$ cat src/rtl/cs_subtractor_pipe.sv
// cs_subtractor_pipe
//   Pipelined carry-skip subtractor: D = A - B - BIN, one BLOCK-bit slice per
//   pipeline stage. Each slice resolves its borrow-out through a skip mux.
//   If the slice operands are equal, the borrow-in passes straight through.
//   Otherwise the borrow-out is the slice compare (A_k < B_k).
//
// Parameters
//   WIDTH   operand/result width, a multiple of BLOCK (default 8)
//   BLOCK   slice width, one slice per stage (default 4)
//
// Ports
//   clk        rising-edge clock
//   rst        asynchronous, active-high reset
//   in_valid   operands presented          in_ready   operands accepted this cycle
//   A, B, BIN  minuend, subtrahend, borrow-in
//   out_valid  result valid                out_ready  consumer takes result
//   D, BOUT    difference, borrow-out (1 = unsigned A < B + BIN)
//   OVF        signed overflow, present only when CS_SUB_OVF_EN is defined
//
// Optional feature macro: CS_SUB_OVF_EN (adds the registered OVF output).
//
// Handshake: a transfer happens on a rising edge where valid && ready are both
// high. The producer holds its data stable while valid is high and ready is
// low. ready never waits on valid. in_ready is combinational from pipeline
// occupancy and out_ready only.
module cs_subtractor_pipe #(
  parameter int WIDTH = 8,
  parameter int BLOCK = 4
) (
  input  logic             clk,
  input  logic             rst,
  input  logic             in_valid,
  output logic             in_ready,
  input  logic [WIDTH-1:0] A,
  input  logic [WIDTH-1:0] B,
  input  logic             BIN,
  output logic             out_valid,
  input  logic             out_ready,
  output logic [WIDTH-1:0] D,
  output logic             BOUT
`ifdef CS_SUB_OVF_EN
  ,
  output logic             OVF
`endif
);

  localparam int NSTAGES = WIDTH / BLOCK;

  // Stage registers. d_r[k] holds the result slices 0..k. a_r/b_r[k] hold only
  // the operand slices above k. Consumed slices are written as zero, so they
  // are never carried forward.
  logic [NSTAGES-1:0] v_r;
  logic [NSTAGES-1:0] bout_r;
  logic [WIDTH-1:0]   d_r [NSTAGES];
  logic [WIDTH-1:0]   a_r [NSTAGES];
  logic [WIDTH-1:0]   b_r [NSTAGES];

  // go[k]: stage k loads this cycle (it is empty, or its contents move on).
  // go[NSTAGES] is the consumer side.
  logic [NSTAGES:0]   go;

  // Stage inputs: the external operands for stage 0, the previous stage otherwise.
  logic [WIDTH-1:0]   src_a [NSTAGES];
  logic [WIDTH-1:0]   src_b [NSTAGES];
  logic [WIDTH-1:0]   src_d [NSTAGES];
  logic [NSTAGES-1:0] src_v;
  logic [NSTAGES-1:0] src_bin;

  logic [WIDTH-1:0]   nxt_d [NSTAGES];
  logic [WIDTH-1:0]   nxt_a [NSTAGES];
  logic [WIDTH-1:0]   nxt_b [NSTAGES];
  logic [NSTAGES-1:0] nxt_bout;
  logic               nxt_ovf;

  always_comb begin
    go = '0;
    go[NSTAGES] = out_ready;
    for (int k = NSTAGES - 1; k >= 0; k--) begin
      go[k] = !v_r[k] || go[k+1];
    end
  end

  assign in_ready = go[0];

  always_comb begin
    logic [BLOCK-1:0] as_t;
    logic [BLOCK-1:0] bs_t;
    logic [BLOCK-1:0] diff_t;
    logic [WIDTH-1:0] keep_mask;

    src_a[0]   = A;
    src_b[0]   = B;
    src_d[0]   = '0;
    src_v[0]   = in_valid;
    src_bin[0] = BIN;
    for (int k = 1; k < NSTAGES; k++) begin
      src_a[k]   = a_r[k-1];
      src_b[k]   = b_r[k-1];
      src_d[k]   = d_r[k-1];
      src_v[k]   = v_r[k-1];
      src_bin[k] = bout_r[k-1];
    end

    nxt_ovf = 1'b0;
    for (int k = 0; k < NSTAGES; k++) begin
      as_t   = src_a[k][k*BLOCK +: BLOCK];
      bs_t   = src_b[k][k*BLOCK +: BLOCK];
      diff_t = as_t - bs_t - {{(BLOCK-1){1'b0}}, src_bin[k]};
      // Borrow-skip: equal slices cannot generate or absorb a borrow.
      nxt_bout[k] = (as_t == bs_t) ? src_bin[k] : (as_t < bs_t);

      nxt_d[k] = src_d[k];
      nxt_d[k][k*BLOCK +: BLOCK] = diff_t;

      // Drop slices 0..k of the operands. The last stage keeps nothing.
      keep_mask = {WIDTH{1'b1}} << ((k + 1) * BLOCK);
      nxt_a[k]  = src_a[k] & keep_mask;
      nxt_b[k]  = src_b[k] & keep_mask;

      // The top slice carries the operand sign bits. Overflow occurs when the
      // signs differ and the result sign differs from the minuend sign.
      if (k == NSTAGES - 1) begin
        nxt_ovf = (as_t[BLOCK-1] ^ bs_t[BLOCK-1]) & (diff_t[BLOCK-1] ^ as_t[BLOCK-1]);
      end
    end
  end

  always_ff @(posedge clk or posedge rst) begin
    if (rst) begin
      v_r    <= '0;
      bout_r <= '0;
      for (int k = 0; k < NSTAGES; k++) begin
        d_r[k] <= '0;
        a_r[k] <= '0;
        b_r[k] <= '0;
      end
    end else begin
      for (int k = 0; k < NSTAGES; k++) begin
        if (go[k]) begin
          v_r[k] <= src_v[k];
          // Data registers move only with a real operation. An empty slot
          // leaves them alone, so D holds its last value between results.
          if (src_v[k]) begin
            d_r[k]    <= nxt_d[k];
            a_r[k]    <= nxt_a[k];
            b_r[k]    <= nxt_b[k];
            bout_r[k] <= nxt_bout[k];
          end
        end
      end
    end
  end

`ifdef CS_SUB_OVF_EN
  logic ovf_r;

  always_ff @(posedge clk or posedge rst) begin
    if (rst) begin
      ovf_r <= 1'b0;
    end else if (go[NSTAGES-1] && src_v[NSTAGES-1]) begin
      ovf_r <= nxt_ovf;
    end
  end

  assign OVF = ovf_r;
`else
  // The top-slice overflow term has no consumer in this build.
  logic unused_ovf;
  assign unused_ovf = nxt_ovf;
`endif

  assign out_valid = v_r[NSTAGES-1];
  assign D         = d_r[NSTAGES-1];
  assign BOUT      = bout_r[NSTAGES-1];

endmodule

$ cat config.mk
export PLATFORM = sky130hd
export DESIGN_NAME = cs_subtractor_pipe
export DESIGN_NICKNAME = d
export VERILOG_FILES = /design/src/rtl/cs_subtractor_pipe.sv
export SDC_FILE = /design/constraint.sdc
export NUM_CORES = 1
export LEC_CHECK = 0
export ABC_CLOCK_PERIOD_IN_PS = 2500
export BUFFER_PORTS_ARGS = -buffer_cell sky130_fd_sc_hd__buf_2
export CAP_MARGIN = 20
export CORE_MARGIN = 4
export CORE_UTILIZATION = 40
export CTS_BUF_LIST = sky130_fd_sc_hd__clkbuf_4
export CTS_CLUSTER_SIZE = 24
export DETAILED_ROUTE_END_ITERATION = 12
export SLEW_MARGIN = 0
export SYNTH_ARGS = -nofsm -noshare
export SYNTH_HDL_FRONTEND = slang
export SYNTH_SLANG_ARGS = --single-unit
$ cat constraint.sdc
create_clock -name clk -period 2.5 [get_ports clk]
set_input_delay 0.5 -clock clk [delete_from_list [all_inputs] [get_ports clk]]
set_output_delay 0.5 -clock clk [all_outputs]
set_load 0.05 [all_outputs]
==> impl_metrics.yaml, run 1 <==
sta:
  setup_viol: 0
  fin_setup_tns_ns: 0
  rsz0062_at_grt: "no"
  slew_violations: 0
  post-route-min-period_ns: 2.32
  fin_crit_sh_pct: 92.6
  finalHoldViolations: 0
  max_freq_ghz: 0.432
  worst_slew_margin_rel_pct: 40.3
  fin_skew_ns: 0.00326
  tightest_slew_ns: 0.894
pwr:
  cellLeakagePower_nw: 0.852
  p_per_area_nw_per_um2: 821
  peakVddDrop_v: 0.000247
run:
  max-cap-violations: 0
route:
  firstDrtPassIters: 3
  drtIter0Drc: 22
  vias: 939
  routed_wl_mm: 2.35
  drc: 0
  ant_nets: 0
  routedWlPerCell_um: 11.7
  vias_per_cell: 4.67
global_routing:
  grt_max_degree: 25
  busiest_layer: "met2"
  grtUsageTotal_pct: 11.0
  grt_pass1_wl_mm: 4.34
  use_met3_pct: 2.03
  antenna_found_initial: 0
  first_global_vias: 1057
  use_met2_pct: 19.8
  met1_usage_pct: 12.3
  grt-ovfl-total: 0
place:
  dpl_cell_area_um2: 1620
  gp_congestion: 0.806
  port_buffers: 31
  dp_hpwl_mm: 2.01
cells_and_area:
  fillers: 357
  drive_gt1_share_pct: 27.1
  final_nets: 198
  postLayoutCellArea_um2: 1640
  layout_commonest_cell: "buf_2"
  layout_common_cells: "31 x buf_2, 24 x dfrtp_1, 17 x inv_1"
  syn2layout_area_growth_pct: 10.2
  diodes: 0
die:
  fp.dieH_um: 69.1
  rows: 21
  die_area_um2: 4770
  pin_count: 32
  die_w_um: 69.1
  initial_utilization_pct: 43.0
  core_um2: 3470
critical_path:
  arrival_ns: 2.51
  cp_max_fo: 2
  timing.rr.start: "bout_r[0]"
  startpoint: "bout_r[0]"
  end_kind: "register"
  required_ns: 2.69
  start_kind: "register"
  critPathKind: "register to register"
run_status:
  status: "finished, final reports clean"
synth:
  ys_ff_latch: 24
  yosys_warnings: 0
  async_reset_ff_share_pct: 100
  netlist_area_um2: 1490
  ys.flop_type: "dfrtp_1"
  synthesis.nets: 172
  ys_types: 28
  syn-instance-count: 131
  synth_area_per_cell_um2: 11.4
  seq_area_frac_synth_pct: 40.3
  synth-edff-count: 0
clock_network:
  clk_pin_slew_ns: 0.12
  post_cts_buffers: 0
  cts_resized: 0
  cts-root-buf: "clkbuf_4"
  cts_sinks: 24
  cts_buffers: 3
  cts_tree: "yes"
  clk_latency_ns: 0.30
  ctsLongestPathBuffers: 2
  postCtsHoldBufs: 0
  cts_htree_levels: 1
min_path:
  hold_class: "input port to async pin"
==> path summary, 6_finish.rpt <==
path                            to  slack, ns  cells after the start
min reg2reg                   D[6]       0.49                      2
min in group clk           a_r[13]       0.40                      2
max reg2reg                   D[5]       0.18                      7
max in group asynchronous  d_r[11]       1.58                      2
max                           D[5]       0.18                      7
min                           D[7]       0.37                      2
==> state kept, by name, summed over array words and instances (netlist names) <==
signal,count
bout_r,2
D,8
b_r,4
d_r,4
v_r,2
a_r,4
==> metrics by stage <==
stage | power [mW] | utilization (%) | std cells | hold WS [ns] | worst slack [ns]
6_report | 1.35 | 47.4 | 201 | 0.374 | 0.184
3_5_place_dp | 1.22 | 46.8 | 198 | 0.470 | 0.168
3_3_place_gp | 1.20 | 46.8 | 198 | 0.459 | 0.239
5_1_grt | 1.45 | 47.4 | 201 | 0.393 | 0.0891
4_1_cts | 1.38 | 47.4 | 201 | 0.390 | 0.164
2_1_floorplan | 1.15 | - | 131 | 0.448 | 0.265
==> cells in the mapped netlist, drive strengths merged, types with 2 or more instances <==
library cell / n / area (µm²)
nand2b: 4 / 27.5
nand2: 8 / 37.5
a21oi: 3 / 15.0
and3: 3 / 18.8
buf: 10 / 82.6
dfrtp: 24 / 601
xnor2: 6 / 52.6
inv: 17 / 63.8
nand3b: 4 / 33.8
mux2: 14 / 165
xor2: 2 / 17.5
o21ai: 9 / 45.0
ha: 16 / 200
fa: 4 / 80.1
==> kinds of logic (layout without fill, tap and decap cells) <==
logic type,count (synthesis),count (layout),synth area share (%)
adder cells (fa/ha/maj),20,20,18.8
buffers and inverters,27,51,9.81
AND/OR/NAND/NOR,21,21,8.73
AO/OA/AOI/OAI,17,17,6.63
XOR/XNOR,8,8,4.70
multiplexers,14,14,11.1
flip-flops,24,24,40.3
==> final cells by class <==
type	count	area (µm²)	share of cell area, %
clock buffers	3	22.5	1.37
inverters	17	63.8	3.88
multi-input cells	80	744	45.3
flip-flops and latches	24	601	36.5
well taps	46	57.6	3.50
repair buffers	31	155	9.44
==> critical path: stages (launching register included) <==
cell and delay, ns:
dfrtp_1 0.36, inv_1 0.07, fa_1 0.56, inv_1 0.05, ha_1 0.17, or2_2 0.30, fa_1 0.42, mux2_1 0.29
==> per-layer routing <==
layer,share of wire (%),routed length [µm]
met1,44,1040
met3,4.7,111
met4,1.5,36
met5,0,0
met2,49,1160
==> power by group <==
| group | internal (mW) | total (mW) | switching, mW |
|---|---|---|---|
| clock network | 0.0561 | 0.156 | 0.100 |
| registers | 0.490 | 0.545 | 0.0554 |
| logic | 0.227 | 0.649 | 0.422 |
| total | 0.773 | 1.35 | 0.578 |
(Power assumes the default switching activity.)
==> inputs of run 2 (changes only) <==
--- a/config.mk
+++ b/config.mk
@@ -13,6 +13,7 @@
 export CTS_BUF_LIST = sky130_fd_sc_hd__clkbuf_4
 export CTS_CLUSTER_SIZE = 24
 export DETAILED_ROUTE_END_ITERATION = 12
+export MAX_ROUTING_LAYER = met4
 export SLEW_MARGIN = 0
 export SYNTH_ARGS = -nofsm -noshare
 export SYNTH_HDL_FRONTEND = slang
==> impl_metrics.yaml, run 2 (synthesis gave the netlist of run 1 again) <==
critical_path:
  startpoint: "bout_r[0]"
  critPathKind: "register to register"
  end_kind: "register"
  required_ns: 2.69
  start_kind: "register"
  timing.rr.start: "bout_r[0]"
  cp_max_fo: 2
  arrival_ns: 2.51
pwr:
  p_seq_share_pct: 40.4
  p_sw_uw: 578
  comb_power_share_pct: 48.1
  intPower_uw: 773
  swShare_pct: 42.8
  clkPwrFrac_pct: 11.6
  p_per_area_nw_per_um2: 821
  peakVddDrop_v: 0.000247
  cellLeakagePower_nw: 0.852
  finalPower_mw: 1.35
run:
  max-cap-violations: 0
sta:
  rsz0062_at_grt: "no"
  fin_skew_ns: 0.00326
  setup_viol: 0
  worst_slew_margin_rel_pct: 40.3
  slew_violations: 0
  whs_ns: 0.374
  post-route-min-period_ns: 2.32
  fin_setup_tns_ns: 0
  max_freq_ghz: 0.432
  tightest_slew_ns: 0.894
  worst_slack_ns: 0.184
  fin_crit_sh_pct: 92.6
  finalHoldViolations: 0
min_path:
  hold_class: "input port to async pin"
place:
  place_ws_ns: 0.168
  gp_congestion: 0.818
  port_buffers: 31
  dp.cells: 198
  dpl_cell_area_um2: 1620
  dp_hpwl_mm: 2.01
global_routing:
  grt-ovfl-total: 0
  antenna_found_initial: 0
  grt_max_degree: 25
  first_global_vias: 1059
  grt_pass1_wl_mm: 4.35
  grtUsageTotal_pct: 11.3
route:
  drc: 0
  vias: 940
  firstDrtPassIters: 3
  ant_nets: 0
  routedWlPerCell_um: 11.7
  vias_per_cell: 4.68
  drtIter0Drc: 22
  routed_wl_mm: 2.35
clock_network:
  post_cts_buffers: 0
  clk_latency_ns: 0.30
  cts_buffers: 3
  cts_resized: 0
  postCtsHoldBufs: 0
  cts_tree: "yes"
  ctsLongestPathBuffers: 2
  clk_pin_slew_ns: 0.12
  cts_htree_levels: 1
  cts_sinks: 24
  cts-root-buf: "clkbuf_4"
cells_and_area:
  postLayoutCellArea_um2: 1640
  layout_common_cells: "31 x buf_2, 24 x dfrtp_1, 17 x inv_1"
  layout_commonest_cell: "buf_2"
  layout.cells.non_filler: 201
  syn2layout_area_growth_pct: 10.2
  largest_reg_flops: 8
  final_util_pct: 47.4
  drive_gt1_share_pct: 27.1
  diodes: 0
  final_nets: 198
die:
  rows: 21
  fp.dieH_um: 69.1
  die_w_um: 69.1
  core_um2: 3470
  die_area_um2: 4770
  pin_count: 32
  initial_utilization_pct: 43.0
run_status:
  status: "finished, final reports clean"
[run 2: final timing paths]
path / endpoint / slack (ns) / cells past startpoint
max: D[5] / 0.18 / 7
min: D[7] / 0.37 / 2
max reg2reg: D[5] / 0.18 / 7
min reg2reg: D[6] / 0.49 / 2
max in group asynchronous: d_r[11] / 1.58 / 2
min in group clk: a_r[13] / 0.40 / 2
[run 2: worst max-delay path, cell delays in order (launching register included)]
cell	delay (ns)
dfrtp_1	0.36
inv_1	0.07
fa_1	0.56
inv_1	0.05
ha_1	0.17
or2_2	0.30
fa_1	0.42
mux2_1	0.29
[run 2: power by group through the flow]
stage / clock network [mW] / registers [mW] / logic, mW
finish: 0.156 / 0.545 / 0.649
global route: 0.181 / 0.561 / 0.713
CTS: 0.169 / 0.548 / 0.663
detailed placement: 0 / 0.558 / 0.663
global placement: 0 / 0.550 / 0.648
floorplan: 0 / 0.569 / 0.581
[run 2: area by class of cell]
| class | instances | area [µm²] |
|---|---|---|
| well taps | 46 | 57.6 |
| flip-flops and latches | 24 | 601 |
| repair buffers | 31 | 155 |
| multi-input cells | 80 | 744 |
| clock buffers | 3 | 22.5 |
| inverters | 17 | 63.8 |
| fillers | 357 | 1820 |
[run 2: per-layer routing]
layer | GRT usage (%) | routed length (µm)
met5 | - | 0
met4 | 5.21 | 36
met3 | 2.03 | 111
met2 | 19.8 | 1160
met1 | 12.3 | 1040
